### src/rtl/doodle_pkg.sv
// doodle_pkg
// Shared constants and types for the platform scroller: slot count, screen
// height, respawn X offset, platform width, LFSR seed, sweep FSM state type
// and the power-on slot layout.
package doodle_pkg;

    localparam int          NUM_PLAT  = 15;
    localparam int          SCREEN_H  = 480;
    localparam int          X_OFS     = 32;
    localparam int          PLAT_W    = 64;
    localparam int          IDX_W     = 4;
    localparam logic [15:0] LFSR_SEED = 16'hACE1;

    typedef enum logic [1:0] {
        IDLE,
        SWEEP,
        DONE
    } state_t;

    // Reset layout: slots evenly staggered across and down the screen.
    function automatic logic [9:0] reset_x(input int unsigned i);
        return 10'(20 + 40 * i);
    endfunction

    function automatic logic [9:0] reset_y(input int unsigned i);
        return 10'(32 * i);
    endfunction

endpackage

### src/rtl/lfsr16.sv
// lfsr16
// Free-running 16-bit Fibonacci LFSR, taps 16,14,13,11 (maximal length).
// Advances every clock; seeded with a non-zero value so it never locks up.
// Ports:
//   Clk    - system clock
//   Reset  - asynchronous active-high reset, reloads the seed
//   value  - current LFSR state
module lfsr16 (
    input  logic        Clk,
    input  logic        Reset,
    output logic [15:0] value
);
    import doodle_pkg::*;

    logic feedback;

    assign feedback = value[15] ^ value[13] ^ value[12] ^ value[10];

    always_ff @(posedge Clk or posedge Reset) begin
        if (Reset) begin
            value <= LFSR_SEED;
        end else begin
            value <= {value[14:0], feedback};
        end
    end

endmodule

### src/rtl/platform_scroll_ctrl.sv
// platform_scroll_ctrl
// Holds the X/Y position of every platform slot. On each rising edge of the
// (asynchronous) vertical sync, if a non-zero displacement is requested, the
// slots are swept one per clock and moved down by that many lines. A slot that
// falls off the bottom wraps to the top with a new random X and bumps score.
// Ports:
//   Clk          - 50 MHz system clock
//   Reset        - asynchronous active-high reset
//   frame_clk    - VGA vertical sync, asynchronous to Clk
//   displacement - lines to scroll this frame
//   rd_idx       - slot read address
//   rd_x, rd_y   - combinational read of slot rd_idx (0 when out of range)
//   busy         - sweep in progress
//   sweep_done   - one-cycle pulse after the last slot is processed
//   overrun      - sticky: a frame edge arrived while a sweep was active
//   score        - platforms recycled since reset (wraps)
module platform_scroll_ctrl #(
    parameter int NUM_PLAT = doodle_pkg::NUM_PLAT,
    parameter int SCREEN_H = doodle_pkg::SCREEN_H,
    parameter int X_OFS    = doodle_pkg::X_OFS
) (
    input  logic        Clk,
    input  logic        Reset,
    input  logic        frame_clk,
    input  logic [7:0]  displacement,
    input  logic [3:0]  rd_idx,
    output logic [9:0]  rd_x,
    output logic [9:0]  rd_y,
    output logic        busy,
    output logic        sweep_done,
    output logic        overrun,
    output logic [15:0] score
);
    import doodle_pkg::*;

    logic       sync1, sync2, frame_prev, frame_tick;
    state_t     state, next_state;
    logic       start;
    logic [3:0] idx;
    logic       last_slot;
    logic [7:0] disp_lat;
    logic [15:0] lfsr_val;
    logic       unused_lfsr;

    logic [9:0] x_mem [NUM_PLAT];
    logic [9:0] y_mem [NUM_PLAT];
    logic [9:0] ny;
    logic       wrap;

    lfsr16 u_lfsr (
        .Clk   (Clk),
        .Reset (Reset),
        .value (lfsr_val)
    );

    assign unused_lfsr = ^lfsr_val[15:9];

    // Two-flop synchronizer plus edge flop; all clear on reset so a frame_clk
    // already high at release needs two clocks to propagate before a tick.
    always_ff @(posedge Clk or posedge Reset) begin
        if (Reset) begin
            sync1      <= 1'b0;
            sync2      <= 1'b0;
            frame_prev <= 1'b0;
        end else begin
            sync1      <= frame_clk;
            sync2      <= sync1;
            frame_prev <= sync2;
        end
    end

    assign frame_tick = sync2 & ~frame_prev;
    assign last_slot  = (idx == 4'(NUM_PLAT - 1));

    always_ff @(posedge Clk or posedge Reset) begin
        if (Reset) begin
            state <= IDLE;
        end else begin
            state <= next_state;
        end
    end

    always_comb begin
        next_state = state;
        start      = 1'b0;
        busy       = 1'b0;
        sweep_done = 1'b0;
        case (state)
            IDLE: begin
                if (frame_tick && (displacement != '0)) begin
                    next_state = SWEEP;
                    start      = 1'b1;
                end
            end
            SWEEP: begin
                busy = 1'b1;
                if (last_slot) begin
                    next_state = DONE;
                end
            end
            DONE: begin
                sweep_done = 1'b1;
                next_state = IDLE;
            end
            default: next_state = IDLE;
        endcase
    end

    // idx holds at the last slot rather than stepping past the array.
    always_ff @(posedge Clk or posedge Reset) begin
        if (Reset) begin
            idx      <= '0;
            disp_lat <= '0;
            overrun  <= 1'b0;
        end else begin
            if (start) begin
                idx      <= '0;
                disp_lat <= displacement;
            end else if (busy && !last_slot) begin
                idx <= idx + 4'd1;
            end
            if (frame_tick && (state != IDLE)) begin
                overrun <= 1'b1;
            end
        end
    end

    // y < SCREEN_H and disp_lat <= 255, so the sum always fits in 10 bits.
    assign ny   = y_mem[idx] + {2'b00, disp_lat};
    assign wrap = (ny >= 10'(SCREEN_H));

    always_ff @(posedge Clk or posedge Reset) begin
        if (Reset) begin
            for (int unsigned i = 0; i < NUM_PLAT; i++) begin
                x_mem[i] <= reset_x(i);
                y_mem[i] <= reset_y(i);
            end
            score <= '0;
        end else if (busy) begin
            if (wrap) begin
                y_mem[idx] <= ny - 10'(SCREEN_H);
                x_mem[idx] <= {1'b0, lfsr_val[8:0]} + 10'(X_OFS);
                score      <= score + 16'd1;
            end else begin
                y_mem[idx] <= ny;
            end
        end
    end

    always_comb begin
        rd_x = '0;
        rd_y = '0;
        if (int'(rd_idx) < NUM_PLAT) begin
            rd_x = x_mem[rd_idx];
            rd_y = y_mem[rd_idx];
        end
    end

endmodule
### config.mk
export PLATFORM = sky130hd
export DESIGN_NAME = platform_scroll_ctrl
export DESIGN_NICKNAME = d
export VERILOG_FILES = /design/src/rtl/doodle_pkg.sv /design/src/rtl/lfsr16.sv /design/src/rtl/platform_scroll_ctrl.sv
export SDC_FILE = /design/constraint.sdc
export NUM_CORES = 1
export LEC_CHECK = 0
export ABC_AREA = 1
export CAP_MARGIN = 25
export CORE_ASPECT_RATIO = 0.9
export CORE_MARGIN = 8
export CORE_UTILIZATION = 40
export DETAILED_ROUTE_END_ITERATION = 6
export PLACE_DENSITY = 0.6
export SKIP_CTS_REPAIR_TIMING = 1
export SLEW_MARGIN = 10
export SYNTH_ARGS = -nofsm -noshare
export SYNTH_HDL_FRONTEND = slang
export SYNTH_SLANG_ARGS = --single-unit
### constraint.sdc
create_clock -name Clk -period 10.3 [get_ports Clk]
set_input_delay 1.03 -clock Clk [delete_from_list [all_inputs] [get_ports Clk]]
set_output_delay 1.03 -clock Clk [all_outputs]
set_load 0.02 [all_outputs]
# == Word-level counts from Yosys, hierarchy flattened ==
# Cells that the tools add are included.
# classes
order_cmp,5
n_eq_ne,5
n_addsub,5
n_reduce_logical,11
mux,26
n_bitwise,7
# op_table
operator,count
bitwise mux 150 bit,3
2-to-1 mux 150 bit,1
binary-select mux 10 bit (select 4 bit),3
2-to-1 mux 10 bit,9
demux 10 bit (select 4 bit),1
"adder 16 x 1 -> 16 bit, second input constant",1
adder 10 x 8 -> 10 bit,1
"adder 9 x 6 -> 10 bit, second input constant",1
"greater-or-equal comparator 10 x 9 -> 1 bit, second input constant",1
"greater-or-equal comparator 5 bit, second input constant",2
inverter 4 -> 5 bit,2
"subtractor 10 x 9 -> 10 bit, second input constant",1
2-to-1 mux 4 bit,2
nonzero test 8 bit,1
"less-than comparator 5 x 1 -> 1 bit, second input constant",1
"adder 4 x 1 -> 4 bit, second input constant",1
"== test 4 bit, second input constant",1
logical AND 1 bit,4
"less-than comparator 4 bit, second input constant",1
2-to-1 mux 1 bit,4
2-to-1 mux 2 bit,2
"inequality test 2 bit, second input constant",2
case mux 2 bit (2 select lines),1
AND reduction 2 bit,2
other kinds (8),11
# word_totals
input_bits,15
regBits,350
wordCells,98

# == Depth between registers and ports, before layout ==
# depth
depth_word,8
mapped_depth,27
depth_no_buf,24

# == Modules after synthesis ==
# A second synthesis with hierarchy kept.
# hier_totals
hier_cells,2492
hier_area_um2,18517.8
# modules_own_cells
module,cells_each,instances,area_each_um2,seq_area_each_um2
platform_scroll_ctrl,2460,1,18039.8,8466.9
lfsr16,32,1,478.0,410.4

# == Worst setup path after synthesis ==
# Ideal clock, no wire load.
# synth_path
path_kind,flip-flop to flip-flop
startpoint,register idx[1]
endpoint,register y_mem[117] (netlist bit)
arrival_ns,3.726
stages_incl_launch_ff,24
period_less_slack_ns,3.843
n_path_buf,5
t_required_ns,10.183
path_slack_ns,6.457
setup_time_ns,0.117
path_cell_list,dfrtp_1 buf_4 clkbuf_1 nand2_1 clkbuf_1 o221ai_1 nand2_1 nand4_1 ha_1 nand3_1 nand3_1 nand2_1 nand2_1 nand2_1 nand2_1 clkbuf_1 ha_1 xor2_1 clkbuf_1 nor2_1 nand2_1 nand2_1 nand2_1 nand2_1
# synth_between
elab_chain_cells,8
elab_cells_between_ends,15
cone_classes,add/sub: 2; order compare: 3; mux: 8; bitwise: 1; reduce/logical: 1
# synth_rtl
element,line,text
from (decl),platform_scroll_ctrl.sv:39,logic [3:0] idx;
from (signal assigned),platform_scroll_ctrl.sv:120,idx <= idx + 4'd1;
inverter 4 -> 5 bit (implied by the code) *,"platform_scroll_ctrl.sv:129, platform_scroll_ctrl.sv:141, platform_scroll_ctrl.sv:145",
binary-select mux 10 bit (select 4 bit),platform_scroll_ctrl.sv:129,"assign ny = y_mem[idx] + {2'b00, disp_lat};"
2-to-1 mux 10 bit (implied by the code) (2 in series),platform_scroll_ctrl.sv:129,
adder 10 x 8 -> 10 bit,platform_scroll_ctrl.sv:129,
subtractor 10 x 9 -> 10 bit,platform_scroll_ctrl.sv:141,y_mem[idx] <= ny - 10'(SCREEN_H);
bitwise mux 150 bit,platform_scroll_ctrl.sv:141,
2-to-1 mux 150 bit *,platform_scroll_ctrl.sv:140,if (wrap) begin
"to (signal, indexed assignment)",platform_scroll_ctrl.sv:136,y_mem[i] <= reset_y(i);
"to (signal, indexed assignment)",platform_scroll_ctrl.sv:141,
"to (signal, indexed assignment)",platform_scroll_ctrl.sv:145,y_mem[idx] <= ny;
to (decl),platform_scroll_ctrl.sv:46,logic [9:0] y_mem [NUM_PLAT];
# Mark *: on every way between the ends. The rest lies on a longest branch, timed or not. The select of a mux whose other input is x is not followed.
# A chain may end at the register's enable or synchronous reset.

# == Worst setup path after layout ==
# layout_path
startpoint,register idx[1]
endpoint,register x_mem[98] (netlist bit)
# layout_between
elab_chain_cells,7
elab_cells_between_ends,13
cone_classes,add/sub: 1; order compare: 3; mux: 6; bitwise: 1; reduce/logical: 2
# layout_rtl
element,line,text
inverter 4 -> 5 bit (implied by the code) *,"platform_scroll_ctrl.sv:129, platform_scroll_ctrl.sv:142",
binary-select mux 10 bit (select 4 bit),platform_scroll_ctrl.sv:129,
2-to-1 mux 10 bit (implied by the code) (2 in series),platform_scroll_ctrl.sv:129,
adder 10 x 8 -> 10 bit,platform_scroll_ctrl.sv:129,
greater-or-equal comparator 10 x 9 -> 1 bit,platform_scroll_ctrl.sv:130,assign wrap = (ny >= 10'(SCREEN_H));
AND reduction 2 bit (no line),--,
"to (signal, indexed assignment)",platform_scroll_ctrl.sv:135,x_mem[i] <= reset_x(i);
"to (signal, indexed assignment)",platform_scroll_ctrl.sv:142,"x_mem[idx] <= {1'b0, lfsr_val[8:0]} + 10'(X_OFS);"
to (decl),platform_scroll_ctrl.sv:45,logic [9:0] x_mem [NUM_PLAT];
# Marks and branches as above.

==> impl_metrics.yaml <==
logic_synthesis:
  syn_nets: 2504
  ys_warn_count: 0
  async_flop_share: 1.00
  yosysSeqAreaShare: 0.479
  synth_area_mm2: 0.0185
  yosysTopAreaCell: "dfrtp_1"
  ys_top_cells_by_area: "dfrtp_1, nand2_1, dfstp_2, o21ai_0, nor2_1"
  synth-seq-cells: 350
  syn_area_per_cell_um2: 7.49
  syn_inst: 2473
  synth_top_cell_area_share: 0.344
  synth-edff-count: 0
  synth_top_flop_cell: "dfrtp_1"
  ys_top_cells_by_count: "nand2_1, o21ai_0, dfrtp_1"
  yosysMostFrequentCell: "nand2_1"
  synth_cell_types: 36
die:
  die_h_um: 220
  die-area_mm2: 0.0535
  io_pins: 54
  initial_core_util: 0.401
  core-area_mm2: 0.0462
  rows: 75
  die_w_um: 243
global_route:
  track_usage: 0.232
  antenna_found_initial: 0
  grt_max_degree: 163
  grt_pass1_wl_um: 97500
  grt_pass1_vias: 16374
  grt-ovfl-total: 0
power_and_ir_drop:
  ir_drop_mv: 0.288
  power.density_mw_per_mm2: 306
  p_leak_nw: 9.36
min_path:
  hp-class: "register to register"
cells_and_area:
  fin_nets: 2480
  layout-drive-gt1-share: 0.0923
  antennaDiodeCount: 0
  fin_util: 0.453
  postLayoutCellArea_mm2: 0.0209
  syn_to_final_growth_pct: 12.8
outcome:
  outcome: "completed"
timing:
  finalSetupTns_ns: 0
  fin_crit_sh: 0.717
  finalHoldViolCount: 0
  min_period_ns: 7.39
  rsz0062_at_grt: "no"
  maxSlewViolCount: 0
  clock.fmax_mhz: 135
  fin_skew_ns: 0.0143
  worst_slew_pin_slew_ns: 1.04
  finalSetupViolCount: 0
  slew_headroom: 0.307
placed_design:
  portBuffers: 53
  placed_area_mm2: 0.0194
  hpwl_um: 39400
  gp_congestion: 0.944
detailed_routing:
  vias_per_cell: 5.53
  totalWireLength_um: 62400
  post-route-drc-count: 0
  ant_nets: 0
  dr.first_iter.drc_count: 2204
  avgRoutedWirePerCell_um: 20.2
  via_count: 17124
  first_pass_iters: 6
worst_setup_path:
  worstPathMaxFanout: 71
  cp.arrival_ns: 7.84
  crit_type: "register to register"
  critPathCaptureType: "register"
  cp-start-kind: "register"
  critPathRequiredTime_ns: 10.75
cts:
  clock-root-buffer: "clkbuf_16"
  cts_tree: "done"
  htreeDepth: 2
  cts_sinks: 350
  insertion_delay_ns: 0.56
  numCtsBuffers: 41
  clockBufferDepth: 3
  clk_pin_slew_ns: 0.06
flow_run:
  max-cap-violations: 0
## worst paths after layout
kind,to,cells after the start,start,slack [ns]
min in group asynchronous,x_mem[18],2,Reset,0.95
hold / removal,sync2,0,sync1,0.35
setup reg to reg,x_mem[98],19,idx[1],2.91
max in group asynchronous,x_mem[92],6,Reset,7.38
setup / recovery,x_mem[98],19,idx[1],2.91
hold reg to reg,sync2,0,sync1,0.35
## final cells by class
cell class | instances | area [um^2]
Tap cell | 616 | 771
Fill cell | 4622 | 25300
Multi-Input combinational cell | 1773 | 8260
Clock buffer | 59 | 1200
Sequential cell | 350 | 8880
Inverter | 190 | 718
Timing Repair Buffer | 93 | 866
Clock inverter | 17 | 216
## per-layer routing
metal	GRT usage	vias to the layer above	part of all wire
met5	0	-	0
met4	0.0942	0	0.039
met3	0.0510	151	0.089
met2	0.344	758	0.42
met1	0.328	8180	0.45
li1	-	8035	-
## critical path, stage by stage (launching register included)
cell and delay [ns]:
dfrtp_1 0.32, buf_4 0.43, inv_2 0.26, nor2_2 0.67, clkinv_1 0.80, o221ai_1 0.44
nand2_1 0.09, nand4_1 0.17, ha_1 0.25, nand3_1 0.08, nand3_1 0.17, nand2_1 0.15
nand2_1 0.06, nand2_1 0.08, nand2_1 0.43, nor2_1 0.32, nand2_2 0.54, nand2_4 0.90
nand2_1 0.67, o21ai_0 0.37
## placed cells by master, fill, tap and decap left out, drive strengths merged, types with 2 or more instances in the layout
cell	instances
nor3	7
dfstp	95
clkdlybuf4s50	51
o21ai	385
nor2	214
bufinv	5
nand4	17
o221ai	30
nor4	5
clkinvlp	2
nand2	812
a22oi	18
xnor2	12
clkbuf	59
buf	42
a221oi	19
nand3	105
dfrtp	255
o211ai	22
ha	15
xor2	12
a21oi	81
clkinv	19
o2111ai	14
inv	181
## report_power, final
part	internal, mW	total, mW	leakage, nW	switching, mW
sequential	1.69	1.91	4.38	0.212
combinational	0.723	2.95	4.28	2.22
clock	0.934	1.53	0.699	0.600
## through the flow
step | power [mW] | worst slack (ns) | std cells | hold WS [ns]
2_1_floorplan | 3.93 | 4.66 | 2473 | 0.331
3_3_place_gp | 4.76 | 3.22 | 3018 | 0.334
3_5_place_dp | 4.81 | 3.06 | 3020 | 0.339
4_1_cts | 6.37 | 3.08 | 3096 | 0.352
5_1_grt | 6.79 | 2.31 | 3098 | 0.368
6_report | 6.39 | 2.91 | 3098 | 0.350
## cells by family after synthesis
logic type                 count (synthesis)  synth area share
buffers and inverters                    350            0.0762
xor gates and xnor gates                  24            0.0117
adders and majority gates                 16            0.0112
DFF                                      350             0.479
and+or+nand+nor                         1161             0.249
AOI/OAI and AO/OA                        572             0.173
Note: power is estimated with default switching activity, not from simulation.
